--- src/rtl/load_wb_queue.sv ---
// Load/store writeback stage: counts outstanding memory requests, buffers responses in a FIFO,
// aligns load data and retires instructions in order, with flush-driven discard of in-flight replies.
module load_wb_queue #(
  parameter int DEPTH = 4,
  parameter int CNT_W = $clog2(DEPTH) + 1
) (
  input  logic        clk,
  input  logic        resetn,
  input  logic        valid_in,
  input  logic        stall_in,
  output logic        stall_out,
  output logic        valid_out,
  input  logic        flush,
  input  logic        req_fire,
  output logic        req_ready,
  input  logic [31:0] data_rdata,
  input  logic        data_data_ok,
  input  logic        mem_r,
  input  logic        mem_w,
  input  logic [2:0]  ld_op,
  input  logic [31:0] result_in,
  input  logic [31:0] rdata2_in,
  input  logic        wb_en_in,
  input  logic [4:0]  wb_addr_in,
  output logic        wb,
  output logic        wb_valid,
  output logic [4:0]  wb_addr,
  output logic [31:0] wb_data,
  output logic        resp_err
);

  localparam int PTR_W = $clog2(DEPTH);

  logic [31:0]      mem_q [DEPTH];
  logic [PTR_W-1:0] rd_ptr_q, rd_ptr_d, wr_ptr_q, wr_ptr_d;
  logic [CNT_W-1:0] fifo_count_q, fifo_count_d;
  logic [CNT_W-1:0] total_out_q, total_out_d;
  logic [CNT_W-1:0] discard_cnt_q, discard_cnt_d;
  logic             resp_err_q, resp_err_d;

  logic        needs_data, fifo_empty, resp_ok, push, pop;
  logic [31:0] head;
  logic [4:0]  rsh, lsh;
  logic [31:0] d_shr, d_shl;

  assign needs_data = mem_r | mem_w;
  assign fifo_empty = (fifo_count_q == '0);
  // A response only counts when something is actually outstanding.
  assign resp_ok    = data_data_ok && (total_out_q != '0);
  assign push       = resp_ok && (discard_cnt_q == '0) && !flush;
  assign pop        = valid_in && needs_data && !fifo_empty && !stall_in && !flush;

  assign stall_out = valid_in & ((needs_data & fifo_empty) | stall_in);
  assign valid_out = valid_in & !stall_out & !flush;
  assign wb        = valid_in & wb_en_in;
  assign wb_valid  = wb & !stall_out & !flush;
  assign wb_addr   = (valid_in && wb_en_in) ? wb_addr_in : 5'd0;
  assign resp_err  = resp_err_q;
  assign req_ready = ({1'b0, total_out_q} + {1'b0, fifo_count_q}) < (CNT_W+1)'(DEPTH);

  always_comb begin
    total_out_d = total_out_q;
    case ({req_fire, resp_ok})
      2'b10:   total_out_d = total_out_q + CNT_W'(1);
      2'b01:   total_out_d = total_out_q - CNT_W'(1);
      default: total_out_d = total_out_q;
    endcase

    resp_err_d = resp_err_q | (data_data_ok && (total_out_q == '0));

    // On flush every request still in flight, including this cycle's, must be discarded.
    discard_cnt_d = discard_cnt_q;
    if (flush)
      discard_cnt_d = total_out_d;
    else if (resp_ok && (discard_cnt_q != '0))
      discard_cnt_d = discard_cnt_q - CNT_W'(1);

    rd_ptr_d     = rd_ptr_q;
    wr_ptr_d     = wr_ptr_q;
    fifo_count_d = fifo_count_q;
    if (flush) begin
      rd_ptr_d     = '0;
      wr_ptr_d     = '0;
      fifo_count_d = '0;
    end else begin
      if (push) wr_ptr_d = wr_ptr_q + PTR_W'(1);
      if (pop)  rd_ptr_d = rd_ptr_q + PTR_W'(1);
      case ({push, pop})
        2'b10:   fifo_count_d = fifo_count_q + CNT_W'(1);
        2'b01:   fifo_count_d = fifo_count_q - CNT_W'(1);
        default: fifo_count_d = fifo_count_q;
      endcase
    end
  end

  assign head  = mem_q[rd_ptr_q];
  assign rsh   = {result_in[1:0], 3'b000};
  assign lsh   = {~result_in[1:0], 3'b000};
  assign d_shr = head >> rsh;
  assign d_shl = head << lsh;

  always_comb begin
    wb_data = result_in;
    if (mem_r) begin
      case (ld_op)
        3'd1:    wb_data = {{24{d_shr[7]}}, d_shr[7:0]};
        3'd2:    wb_data = {24'd0, d_shr[7:0]};
        3'd3:    wb_data = {{16{d_shr[15]}}, d_shr[15:0]};
        3'd4:    wb_data = {16'd0, d_shr[15:0]};
        3'd5:    wb_data = d_shl | (rdata2_in & ~(32'hFFFF_FFFF << lsh));
        3'd6:    wb_data = d_shr | (rdata2_in & ~(32'hFFFF_FFFF >> rsh));
        default: wb_data = head;
      endcase
    end
  end

  always_ff @(posedge clk) begin
    if (push) mem_q[wr_ptr_q] <= data_rdata;
  end

  always_ff @(posedge clk) begin
    if (!resetn) begin
      rd_ptr_q      <= '0;
      wr_ptr_q      <= '0;
      fifo_count_q  <= '0;
      total_out_q   <= '0;
      discard_cnt_q <= '0;
      resp_err_q    <= 1'b0;
    end else begin
      rd_ptr_q      <= rd_ptr_d;
      wr_ptr_q      <= wr_ptr_d;
      fifo_count_q  <= fifo_count_d;
      total_out_q   <= total_out_d;
      discard_cnt_q <= discard_cnt_d;
      resp_err_q    <= resp_err_d;
    end
  end

endmodule

--- config.mk ---
export PLATFORM = sky130hd
export DESIGN_NAME = load_wb_queue
export DESIGN_NICKNAME = d
export VERILOG_FILES = /design/src/rtl/load_wb_queue.sv
export SDC_FILE = /design/constraint.sdc
export NUM_CORES = 1
export LEC_CHECK = 0
export BUFFER_PORTS_ARGS = -buffer_cell sky130_fd_sc_hd__buf_4
export CORE_AREA = 2 2 150 152
export CTS_CLUSTER_DIAMETER = 80
export DETAILED_ROUTE_END_ITERATION = 16
export DIE_AREA = 0 0 152 154
export GPL_TIMING_DRIVEN = 0
export HOLD_SLACK_MARGIN = 0.08
export PLACE_DENSITY = 0.63
export SYNTH_ARGS = -nofsm -noshare
export SYNTH_HDL_FRONTEND = slang
export SYNTH_SLANG_ARGS = --single-unit
--- constraint.sdc ---
create_clock -name clk -period 3.4 [get_ports clk]
set_clock_uncertainty 0.05 [all_clocks]
set_input_delay 0.68 -clock clk [delete_from_list [all_inputs] [get_ports clk]]
set_output_delay 0.68 -clock clk [all_outputs]
set_load 0.01 [all_outputs]
# == Word level (Yosys, flattened, before mapping) ==
# Memory sizes are Yosys's and may differ from the RTL's. A register that Yosys moved wholly into a read port is not among the register bits.
# Index checks and enable logic that the tools add are counted.
# op_classes
addsub,8
magnitude_cmp,1
n_eq_ne,10
shifts,4
n_mux,11
bitwise,18
reduce_logical,22
# ops
op,count
one-hot mux 32 bit (6 select lines),1
AND 32 bit,2
inverter 32 bit,2
bitwise OR 32 bit,2
two-way mux 32 bit,1
<< shifter 32 x 5 -> 32 bit,1
"<< shifter 32 x 5 -> 32 bit, first input constant",1
>> shifter 32 x 5 -> 32 bit,1
">> shifter 32 x 5 -> 32 bit, first input constant",1
one-hot mux 3 bit (2 select lines),2
logical AND 1 bit,10
"equality test 3 bit, second input constant",3
zero test 3 bit,3
"subtractor 3 x 1 -> 3 bit, second input constant",3
AND 1 bit,7
"adder 3 x 1 -> 3 bit, second input constant",2
"equality test 3 x 2 -> 1 bit, second input constant",2
two-way mux 3 bit,2
nonzero test 3 bit,2
two-way mux 5 bit,1
"adder 2 x 1 -> 2 bit, second input constant",2
adder 3 x 3 -> 4 bit,1
"equality test 2 x 1 -> 1 bit, second input constant",2
"equality test 2 bit, second input constant",2
other kinds (10),18
# word_totals
register_bits,14
ram_bits,128
inputBits,114
output_inout_bits,43
elab_cells,81
mem_count,1
# memory_table
memory,words,word_bits,rd,rd_ports_with_merged_regs,write_ports,line,rtl
mem_q,4,32,1,1,1,34,logic [31:0] mem_q [DEPTH];

# == Depth between registers and ports, before layout ==
# Gate-level depths: netlist of run 1.
# depth
ltp_word,7
ltp_mapped,10

# == Worst setup path before layout of run 1 ==
# OpenSTA, ideal clock, no wires.
# synth_path
kind,input-to-reg
start,input port data_data_ok
end,"memory mem_q[1][0], enable pin"
setup_ns,0.392
arrival_time_ns,2.409
t_required_ns,2.958
slack_ns,0.549
stages,3
path_buffers,0
path_cell_list,o31ai_1 > nor4b_1 > and2_1
# synth_via
elab_chain_len,5
# synth_rtl
element,line,rtl
"start, declared",17,"input logic data_data_ok,"
logical AND 1 bit,49,assign resp_ok = data_data_ok && (total_out_q != '0);
logical AND 1 bit (2 in series),50,assign push = resp_ok && (discard_cnt_q == '0) && !flush;
two-way mux 1 bit,118,if (push) mem_q[wr_ptr_q] <= data_rdata;
two-way mux 1 bit (not written as such),118,
"end, declared",34,
# Every way passes these cells.

==> results summary, run 1 <==
During I/O placement, the number of pins put on the boundary was approximately 160. The transition time of the tightest slew-check pin came out at roughly 1100 ps. The worst pin sits at a relative slew slack of 26.1%. The core region area came out at about 22000 µm². IR analysis of the VDD net gives a maximum drop of 0.000359 V. The global route total overflow came out at 0. The first global-routing pass estimated approximately 41000 µm of wire. After synthesis, the cell types taking the most area are edfxtp_1 (45%), mux4_2 (16%), mux2i_1 (4.8%), dfxtp_1 (3.7%), mux4_1 (3.1%). edfxtp_1 is the most common cell in the netlist. The number of buffer and inverter stages on the critical path came out at 4.

The share of async-settable or async-resettable flops after synthesis came out at 0%. The relative area change from synthesis to final layout is 31.2%. The setup-violating endpoint count in the final report is 1. The maximum fanout along the worst path is 7.

The part of the power in combinational logic came out at 21.4%. The worst path in the final design needs a cycle of approximately 3400 ps, including I/O delays and setup. The synthesized area per cell is about 14 µm².

The met1 layer usage reported by global route is 30.1%. The routed design has 28400 µm of wire. The average detailed-routed wire length per instance is between 20 and 30 µm. The number of flops mapped to enable cells by yosys came out at 128. Traced cell by cell, the critical path runs through buf_6 -> buf_12 -> mux2i_1 -> mux4_2 -> mux2i_4 -> a221oi_4 -> buf_4 -> a21oi_1 -> buf_4. During synthesis, Yosys emitted a total of 0 warnings. The most critical setup path has its endpoint at wb_data[24]. The number of buffers inserted by hold repair at cts is 0. The number of diodes is 0. The congestion estimate from routability-driven global placement came to roughly 0.9. The logic depth of the worst register-to-register path came out at 4. After synthesis, the most frequently instantiated cells are edfxtp_1 (128), mux4_2 (63), a21oi_1 (44), mux2i_1 (41), nand2_1 (37). The layer flagged by global routing as most heavily used is met2. The detailed router's first-iteration violation count came out at 690. Of all cell types, the one taking the most synthesized area is edfxtp_1. By startpoint and endpoint, the worst setup path is classified as flip-flop to output pin.

The global routing usage summed across all routing layers came out at a little under a quarter. The max-slew violation count came out at 0. The number of failing hold endpoints at the final stage came out at 0. The cell repeated most along the worst path is buf_4. The total via count in the routed design is approximately 6800. The initial cell density of the core is approximately 40%. The flip-flop cell with the highest count after synthesis is edfxtp_1.

The number of antenna violations at the first check in global routing came out at 0. The share of the synthesized area in the top cell type is between 40% and 50%. The via count of the first global-routing pass is between 6000 and 7000. The clock root buffer is clkbuf_16. At the worst endpoint, the required time is 2670 ps.

The clock latency of the later-clocked register in the worst-skew pair is about 420 ps. The area of the die came out at approximately 23000 µm². Synthesis produced a netlist whose cell count is 628. The path length in cells of the critical path is 9. The reg2reg setup slack is around 660 ps. The summed area of non-filler cells in the final layout is around 11000 µm². The path type of the worst min-delay path is input pin to flip-flop.

The arrival time reported for the critical path endpoint came out at around 2700 ps. The checks that failed: negative setup slack. In this run the critical register-to-register path is captured at mem_q[2][28].

The clock drives 144 sinks. The H-tree level count is 4. Clock-pin slew was measured on the worst setup and hold paths at around 70 ps. The placed standard-cell area is a little over 10000 µm². The total iterations of the first detailed-routing run came out at 6. The cell area after synthesis came out at approximately 8600 µm². The distinct cell type count of the synthesized netlist came out at 65.

The max capacitance violation total is 0. The net switching power of the design came out at 1.37 mW. The worst setup path is launched from a flip-flop. The share of cells above drive strength 1 came out at 43.9%. The maximum number of pins on one net before global-route repair is 27.

Setup repair after global routing could not meet its margin everywhere. The global routing met3 resource utilization came out at under 10%. The sequential share of the synthesized area is about half. The element type at the critical path end is an output pin. For met2 alone, demand over resource in global routing was between 30% and 40%.

The post-detailed-route DRC marker count is 0. Broken down by cell family, the worst path's largest delay share belongs to multiplexers. The switching part of the total power is between 20% and 30%. The routed via count divided by cell count is 6.13.

Registers are responsible for 41.9% of the overall power. The internal power of the cells totals between 3 and 4 mW. The slowest stage of the critical path is the mux4_2 cell.

The cell leakage power came out at 4.02 nW. The startpoint of the most critical register-to-register path is total_out_q[0]. The total of fill cells in the finished design came out at 1826. The number of synthesized register bits came out at 144.

The port buffer count is 156. TritonCTS built the clock tree. The floorplan has between 50 and 60 rows. The clock network power share came out at a little under two fifths. The total clock buffers created by CTS came out at 17. The floorplan die width came out at roughly 150 µm. The post-synthesis net count came out at about 750. The post-route clock period utilization is 101%. The flow ran to the end, but the final reports show violations. Once detailed placement completed, the half-perimeter wirelength came to ~20000 µm. Power spread over the standard cell area amounts to roughly 440 nW/µm². The worst slack at placement is -387 ps. The maximum clock insertion buffer count is 2. For this run, the post-layout net count is ~950. The least setup slack across all paths after layout is -29.9 ps.

The die height came out at between 150 and 200 µm. The number of nets with antenna violations after routing came out at 0. The longest individual stage delay on the worst path is around 530 ps. The timing-limited maximum frequency came out at 0.292 GHz.
[per-stage QoR]
step | hold WS (ps) | power (mW) | util (%) | setup TNS (ps) | cells
6_report | 403 | 4.93 | 52.0 | -29.9 | 1113
2_1_floorplan | 426 | 2.65 | - | 0 | 628
3_3_place_gp | 427 | 3.05 | 46.7 | -75930 | 1064
5_1_grt | 396 | 5.12 | 52.0 | -142 | 1113
3_5_place_dp | 446 | 3.07 | 47.2 | -7570 | 1068
4_1_cts | 387 | 4.91 | 50.7 | -9.27 | 1109
[cell families (layout without fill, tap and decap cells)]
group,after synthesis,count (layout),synth area share [%]
simple gates,121,121,7.10
mux,127,127,26.2
compound gates,145,145,11.3
buf+inv,69,274,4.07
xor+xnor,10,10,1.02
fa+ha+maj,12,12,1.92
flops,144,144,48.4
[final cells by class]
cell class / instances / area, µm² / share of cell area, %
plain buffers: 42 / 352 / 3.12
clock buffers: 17 / 425 / 3.77
clock inverters: 15 / 149 / 1.32
inverters: 25 / 93.8 / 0.832
multi-input cells: 415 / 4300 / 38.1
flip-flops and latches: 144 / 4170 / 36.9
well taps: 280 / 350 / 3.11
repair buffers: 175 / 1450 / 12.8
[repair_timing]
item | 4_1_cts | 5_1_grt
buffers inserted | 10 | 3
endpoints found under the hold margin | 0 | 0
cloned | 0 | 2
setup endpoints to repair | 31 | 26
gates resized for setup | 33 | 55
pin swaps | 6 | 5
[per-layer routing]
layer | part of all wire (%) | vias to the layer above | routed length (µm)
met5 | 0 | - | 0
met4 | 4.1 | 0 | 1160
met3 | 10 | 78 | 2910
met2 | 47 | 433 | 13300
met1 | 39 | 3376 | 11000
li1 | - | 2939 | -
[how the worst min path moves through the flow]
stage | slack [ps] | from | depth (start not counted) | to
3_3_place_gp | 430 | resp_err | 2 | resp_err
2_1_floorplan | 430 | fifo_count_q[2] | 2 | fifo_count_q[2]
3_5_place_dp | 450 | resp_err | 2 | resp_err
6_report | 400 | data_rdata[4] | 1 | mem_q[0][4]
4_1_cts | 390 | data_rdata[28] | 1 | mem_q[3][28]
5_1_grt | 400 | data_rdata[19] | 1 | mem_q[3][19]
[registers in the layout, indices dropped and copies added (netlist names), named ones only]
name and flops:
fifo_count_q 3, resp_err 1, total_out_q 3, mem_q 128
rd_ptr_q 2, wr_ptr_q 2, discard_cnt_q 3
[worst reg2reg max path, delay by kind of cell (launching register included)]
kind | cells | cell delay [ps]
compound gates | 1 | 150
buf+inv | 1 | 240
simple gates | 2 | 1590
flops | 1 | 400
[power groups by stage]
stage          registers, mW  clock network [mW]  logic, mW
2_1_floorplan           2.09                   0      0.557
3_3_place_gp            2.11                   0      0.946
3_5_place_dp            2.11                   0      0.967
4_1_cts                 2.07                1.84       1.01
5_1_grt                 2.08                1.91       1.13
6_report                2.07                1.81       1.05
[placed cells by master (no fill, tap or decap), types with 19 or more instances in the layout]
master,count
mux4_2,66
a21oi_1,39
buf_4,173
o22ai_1,23
mux2i_1,31
inv_1,24
nor2_1,25
nand2_1,36
clkbuf_16,19
edfxtp_1,128
No activity file was read; power rests on OpenSTA's default activity.
==> inputs of run 2 (changes only) <==
--- a/config.mk
+++ b/config.mk
@@ -13,6 +13,7 @@
 export GPL_TIMING_DRIVEN = 0
 export HOLD_SLACK_MARGIN = 0.08
 export PLACE_DENSITY = 0.63
+export REMOVE_ABC_BUFFERS = 1
 export SYNTH_ARGS = -nofsm -noshare
 export SYNTH_HDL_FRONTEND = slang
 export SYNTH_SLANG_ARGS = --single-unit
==> results summary, run 2 (synthesis results as in run 1) <==
The flow ran to the end, and the final reports show no timing, DRC or antenna violations. The port buffer count came out at 156. Counting stages on the worst path, the most repeated cell is buf_4. The path type of the worst min-delay path is input pin to flip-flop. The relative slew slack came out at a little under 40%. The clock latency of the later-clocked register in the worst-skew pair is around 420 ps. The maximum vdd ir drop came out at 0.000358 V.

The final weighted congestion in routability-driven placement is between 0.8 and 0.9. In this run, placement finished with an instance count of between 1000 and 1500. The global routing usage summed across all routing layers came out at 21.5%.

The floorplan die width is ~150 µm. The number of diodes is 0. The fraction of the core area covered by cells at the end of the flow is about half.

The placed standard-cell area came out at roughly 10000 µm². The global routing stage identified its most utilized layer as met2. The count of pins on the block boundary came out at 157.

In the layout the commonest cells are buf_4 (175), edfxtp_1 (128), mux4_2 (63), a21oi_1 (39), mux2i_1 (36). The setup-violating endpoint count in the final report is 0. The signal on the critical path passes through buf_12 -> inv_6 -> mux4_2 -> mux2i_4 -> a221oi_4 -> buf_4 -> a21oi_2 -> buf_4. The longest individual stage delay on the worst path came out at a little under 600 ps. The maximum number of pins on one net before global-route repair came out at between 50 and 60. The element type at the critical path start is an input pin. Global routing used under 10% of the available met3 tracks. The number of antenna violations at the first check in global routing came out at 0.

The required time at the worst-slack endpoint came out at roughly 2700 ps. Ranked by flip-flop count, first place goes to mem_q. The area of the die came out at between 20000 and 25000 µm².

The via count of the first global-routing pass was approximately 6700. The maximum clock insertion buffer count came out at 2. The slowest stage of the critical path is the mux4_2 cell.

The routed via count divided by cell count came out at about 6. Max-cap violations in this run came to 0. Setup repair after global routing could not meet its margin everywhere.

The met2 global-route usage came out at 36.9%. Across all hold checks on the routed design, the worst slack comes to about 400 ps. The cell leakage power is approximately 4.0 nW.

The timing-limited maximum frequency is slightly below 0.3 GHz. The post-detailed-route DRC marker count came out at 0. The HPWL reported at the end of detailed placement came out at roughly 17000 µm.

The number of buffers inserted by hold repair at cts is 0. At the end of the flow, the number of nets in the layout was slightly above 900. The worst setup path is captured at an output pin. The final layout contains routed wiring with a total length of 25400 µm. Leaving out fill and tap cells, the most frequent cell in the layout is buf_4. From bottom edge to top edge, the die measures approximately 150 µm. The first-pass GRT wire length came out at roughly 38000 µm. In this run the number of H-tree levels came out at 4. The number of placement rows came out at 54. The clock period could shrink to between 3000 and 4000 ps.

In this run the clock root is driven by a clkbuf_16. TritonCTS built the clock tree. The kind of cell with the highest combined delay on the critical path is multiplexers. Cells with a size suffix above 1 make up a little over two fifths of the layout. The summed area of non-filler cells in the final layout came out at 11100 µm². The total clock buffers created by CTS is 17. The flip-flop count of the largest register after layout is 128.

The arrival time reported for the critical path endpoint is roughly 2600 ps. The final standard cell count with taps included and fillers excluded came out at about 1100. The max-slew violation count is 0. The total iterations of the first detailed-routing run came out at 6. From synthesis to final layout, the design area changed by 29.3%. The clock-pin slew on the worst setup and hold paths came out at approximately 60 ps. The number of buffer and inverter stages on the critical path is 4. The detailed router's first-iteration violation count is roughly 560.

The total overflow left after global routing is 0. The transition time of the tightest slew-check pin came out at about 910 ps. The initial cell density of the core came out at 39.7%. Of the available clock period, the critical path in the final layout requires a little over nine tenths. The met1 layer usage reported by global route came out at around a quarter. The ratio of total power to cell area is between 400 and 500 nW/µm². Counting every sink on the clock net gives between 100 and 150.

The maximum fanout along the worst path came out at 57. The total via count in the routed design came out at around 6500. Dividing the detail-routed wire length by the instance count gives about 23 µm. The classification of the worst setup path is input pin to output pin.

The core region area came out at 21700 µm². The total of fill cells in the finished design is 1800. The number of failing hold endpoints at the final stage came out at 0. The number of nets with antenna violations after routing came out at 0.
[run 2: stage by stage]
step                      power [mW]  setup TNS (ps)  setup slack [ps]
after floorplan                 2.62          -43770             -1440
after CTS                       5.01               0             0.822
after global routing            5.19           -77.8             -24.7
final                           5.00               0              38.0
after detailed placement        3.05          -20040              -999
after global placement          3.01         -125930             -2850
[run 2: path summary, 6_finish.rpt]
| kind | from | end | slack [ps] | cells after the start |
|---|---|---|---|---|
| max | result_in[0] | wb_data[28] | 40 | 8 |
| min | data_rdata[6] | mem_q[0][6] | 400 | 1 |
| max reg2reg | fifo_count_q[1] | fifo_count_q[2] | 720 | 8 |
| min reg2reg | resp_err | resp_err | 460 | 2 |
[run 2: final cells by class]
type	instances	area, µm²	area share, %
Inverter	25	98.8	0.888
Timing Repair Buffer	190	1650	14.8
Sequential cell	144	4170	37.5
Tap cell	280	350	3.15
Multi-Input combinational cell	415	4230	38.0
Clock buffer	21	470	4.23
Clock inverter	11	154	1.38
[run 2: timing repair]
action | 4_1_cts | 5_1_grt
buffers inserted | 11 | 13
endpoints found under the setup margin | 32 | 30
pin swaps | 3 | 1
endpoints found under the hold margin | 0 | 0
gates cloned | 3 | 1
gates resized for setup | 16 | 19
[run 2: metal layers]
layer / share of wire [%] / routed length (µm) / vias to the layer above
li1: - / - / 2878
met1: 37 / 9500 / 3216
met2: 50 / 12800 / 361
met3: 10 / 2560 / 44
met4: 2.1 / 537 / 0
met5: 0 / 0 / -
[run 2: report_power, final]
group / total [mW] / switching [mW] / internal [mW]
Combinational: 1.00 / 0.513 / 0.489
Sequential: 2.07 / 0.0588 / 2.02
Clock: 1.93 / 0.708 / 1.22
Total: 5.00 / 1.28 / 3.72
==> inputs of run 3 (changes only) <==
--- a/config.mk
+++ b/config.mk
@@ -5,11 +5,12 @@
 export SDC_FILE = /design/constraint.sdc
 export NUM_CORES = 1
 export LEC_CHECK = 0
+export ABC_AREA = 1
 export BUFFER_PORTS_ARGS = -buffer_cell sky130_fd_sc_hd__buf_4
-export CORE_AREA = 2 2 150 152
+export CORE_AREA = 2 2 146 148
 export CTS_CLUSTER_DIAMETER = 80
 export DETAILED_ROUTE_END_ITERATION = 16
-export DIE_AREA = 0 0 152 154
+export DIE_AREA = 0 0 148 150
 export GPL_TIMING_DRIVEN = 0
 export HOLD_SLACK_MARGIN = 0.08
 export PLACE_DENSITY = 0.63
==> results summary, run 3 <==
The most common cell after layout, fill and taps aside is nand2_1. The longest individual stage delay on the worst path is between 400 and 500 ps. The tree is rooted in a clkbuf_16. The distinct cell type count of the synthesized netlist came out at 36. For the pin with the worst max-slew slack, the measured transition is roughly 1100 ps. Data on the critical path is required at its endpoint by roughly 2700 ps. The flip-flop cell with the highest count after synthesis is edfxtp_1. Hold timing on the final database bottoms out at a slack of 396 ps.

The synthesized area per cell is roughly 8.3 µm². The cell area after synthesis came out at 8100 µm². The startpoint of the most critical register-to-register path is total_out_q[0]. VDD sags by at most 0.000437 V. The share of cells above drive strength 1 came out at between 20% and 30%.

In the final routed layout, each cell accounts on average for ~18 µm. The clock-pin slew on the worst setup and hold paths is roughly 60 ps. TritonCTS built the clock tree. The number of diodes came out at 0. The floorplan die width came out at 148 µm.

The library cell with the largest summed area after synthesis is edfxtp_1. The total area of multi-input combinational cells came out at around 3500 µm². During synthesis, Yosys emitted a total of 0 warnings. The sequential cell area came out at 4170 µm².

Setup repair after global routing left no endpoint under its margin. The max-slew violation count came out at 0. The worst hold path begins at data_rdata[27]. The number of cells on the worst reg-to-reg path is 5. Counting flops with a built-in enable in the synthesized netlist gives 128. The post-route clock period utilization is between 90% and 100%. The number of synthesized register bits came out at roughly 140. The number of nets with antenna violations after routing is 0. The global route total overflow is 0. After legalization and detailed placement, the total HPWL measured approximately 16000 µm. The path type of the worst min-delay path is input pin to flip-flop.

The flip-flop count of the largest register after layout is 128. The core region area is slightly above 20000 µm². Summed over all cells, the static leakage comes to roughly 4.4 nW.

The maximum fanout along the worst path came out at 32. The number of hold buffers added after CTS was 0. The max capacitance violation total is 0. The relative slew slack is between 20 and 30%. The hold path depth is 1.

The top cell type by area accounts for ~47% of the synthesized area. STA classifies the critical path endpoint as an output pin. In the layout the commonest cells are nand2_1 (307), nand3_1 (168), buf_4 (160), edfxtp_1 (128), nor2_1 (67). The total of fill cells in the finished design came out at slightly below 2000. The maximum clock insertion buffer count came out at 2. The cell family contributing the most delay on the critical path is simple AND/OR/NAND/NOR gates. In the routed design, unresolved DRC markers number 0. The cell that appears most often on the critical path is nand3_1.

The detailed-route wire length is ~25000 µm. The number of placement rows came out at 53. The floorplan step defined a die boundary enclosing ~22000 µm².

The post-synthesis cell count is around 1000. Entering global routing, the biggest net connects 65 pins. The critical path goes through inv_8 -> nand3_1 -> nand3_1 -> nand3_1 -> nand3_2 -> nand2_8 -> o21ai_1 -> nand2_1 -> buf_4. The total clock buffers created by CTS came out at 17. The clock period could shrink to 3270 ps.

The register ranked first by flip-flop count is mem_q. The arrival time reported for the critical path endpoint is approximately 2500 ps. The number of buffer and inverter stages on the critical path came out at 2. The routed via count divided by cell count came out at 5.35. The number of antenna violations at the first check in global routing is 0. For this run, the register share of the synthesized area comes to between 50 and 60%. The final net count is 1241. The relative area change from synthesis to final layout is 27.7%. Input and output buffers added on the ports amount to ~160.

For this run, asynchronously set or reset flops after synthesis account for 0%. The slowest stage of the critical path belongs to the cell dfxtp_4. The setup-violating endpoint count in the final report is 0. Before antenna repair, the detailed router went through 6 iterations. The reg2reg setup slack came out at 910 ps.

Sorting the synthesized cells by area gives the leading types as edfxtp_1 (47%), nand2_1 (14%), nand3_1 (10%), dfxtp_1 (4.0%), a21oi_1 (3.3%). By instance count, the leading cell after synthesis is nand2_1. The count of pins on the block boundary came out at about 160. The number of failing hold endpoints at the final stage is 0.

Sorting the synthesized cells by how often they occur yields nand2_1 (308), nand3_1 (168), edfxtp_1 (128), nor2_1 (72), a21oi_1 (54). The first global-routing pass estimated 37600 µm of wire. The clock drives ~140 sinks.

The ratio of total power to cell area came out at between 400 and 500 nW/µm². The worst slack at placement came out at -717 ps. The worst setup path is launched from a flip-flop. The least setup slack across all paths after layout came out at 125 ps. The endpoint identified for the worst register-to-register timing path is mem_q[3][22].

The global routing usage summed across all routing layers came out at between 20 and 25%. The destination of the worst hold path is mem_q[2][27]. The total via count in the routed design is between 7000 and 8000. The die height came out at around 150 µm. The detailed router's first-iteration violation count came out at ~650.

The final weighted congestion in routability-driven placement is around 0.86. The flow ran to the end, and the final reports show no timing, DRC or antenna violations. The total design power came out at about 5.1 mW. The initial utilization of the core area, before any placement, comes to about two fifths. The worst setup path is of the flip-flop to output pin kind. The via count of the first global-routing pass is roughly 6800. The timing-limited maximum frequency is 0.305 GHz. The H-tree level count came out at 4.

The clock latency of the later-clocked register in the worst-skew pair came out at roughly 430 ps.
==> run 3: layout make-up <==
type,instances,share of cell area [%]
sequential,144,40.4
multi-input combinational,734,34.3
timing repair buffer,168,13.4
clock buffer,18,4.15
tap,275,3.33
clock inverter,14,2.30
inverter,50,2.19
==> run 3: kinds of logic (layout without fill, tap and decap cells) <==
kind of cell	Yosys count	count (layout)	synth area share, %
AO/OA/AOI/OAI	144	144	9.58
XOR/XNOR	3	3	0.325
adder cells (fa/ha/maj)	12	12	2.04
buffers and inverters	95	250	5.94
flip-flops	144	144	51.4
AND/OR/NAND/NOR	575	575	30.7
==> run 3: stage by stage <==
| stage | TNS (ps) | area [µm²] | std cells | utilization, % |
|---|---|---|---|---|
| after floorplan | -7340 | 7800 | 928 | - |
| after global placement | -209770 | 9320 | 1359 | 45.0 |
| after detailed placement | -11670 | 9470 | 1364 | 45.8 |
| after CTS | 0 | 10300 | 1400 | 49.7 |
| after global routing | 0 | 10300 | 1403 | 50.0 |
| final | 0 | 10300 | 1403 | 50.0 |
==> run 3: report_power, final <==
group	switching (mW)	leakage, nW	internal [mW]	total (mW)
Clock	0.717	0.310	1.37	2.09
Sequential	0.0322	1.28	2.01	2.04
Combinational	0.561	2.80	0.373	0.934
Total	1.31	4.39	3.75	5.06
==> run 3: layer usage <==
layer  up-vias  track usage, %  routed length, µm
met2       414            36.7              11900
li1       3625               -                  -
met5         -               0                  0
met1      3417            29.5              10300
met4         0            8.00                519
met3        53            5.67               2490
==> run 3: timing repair <==
| item | in CTS | in global routing |
|---|---|---|
| pin swaps | 0 | 1 |
| gates resized for setup | 23 | 9 |
| endpoints found under the setup margin | 32 | 26 |
| setup buffers | 3 | 3 |
| gates cloned | 1 | 0 |
==> run 3: worst max path at each step <==
stage / start / endpoint / slack (ps) / cells after the start
floorplan: flip-flop / wb_data[16] / -320 / 9
global placement: flip-flop / wb_data[17] / -2530 / 10
detailed placement: result_in[0] / wb_data[25] / -720 / 11
CTS: result_in[0] / wb_data[25] / 8 / 11
global route: flip-flop / wb_data[20] / 7 / 11
finish: flip-flop / wb_data[24] / 130 / 9
==> run 3: worst reg2reg max path: stages, from the launching register on <==
cell     delay [ps]
dfxtp_1         380
inv_1           110
a31oi_1         310
nand2_1         410
nor2_4          690
buf_16          240
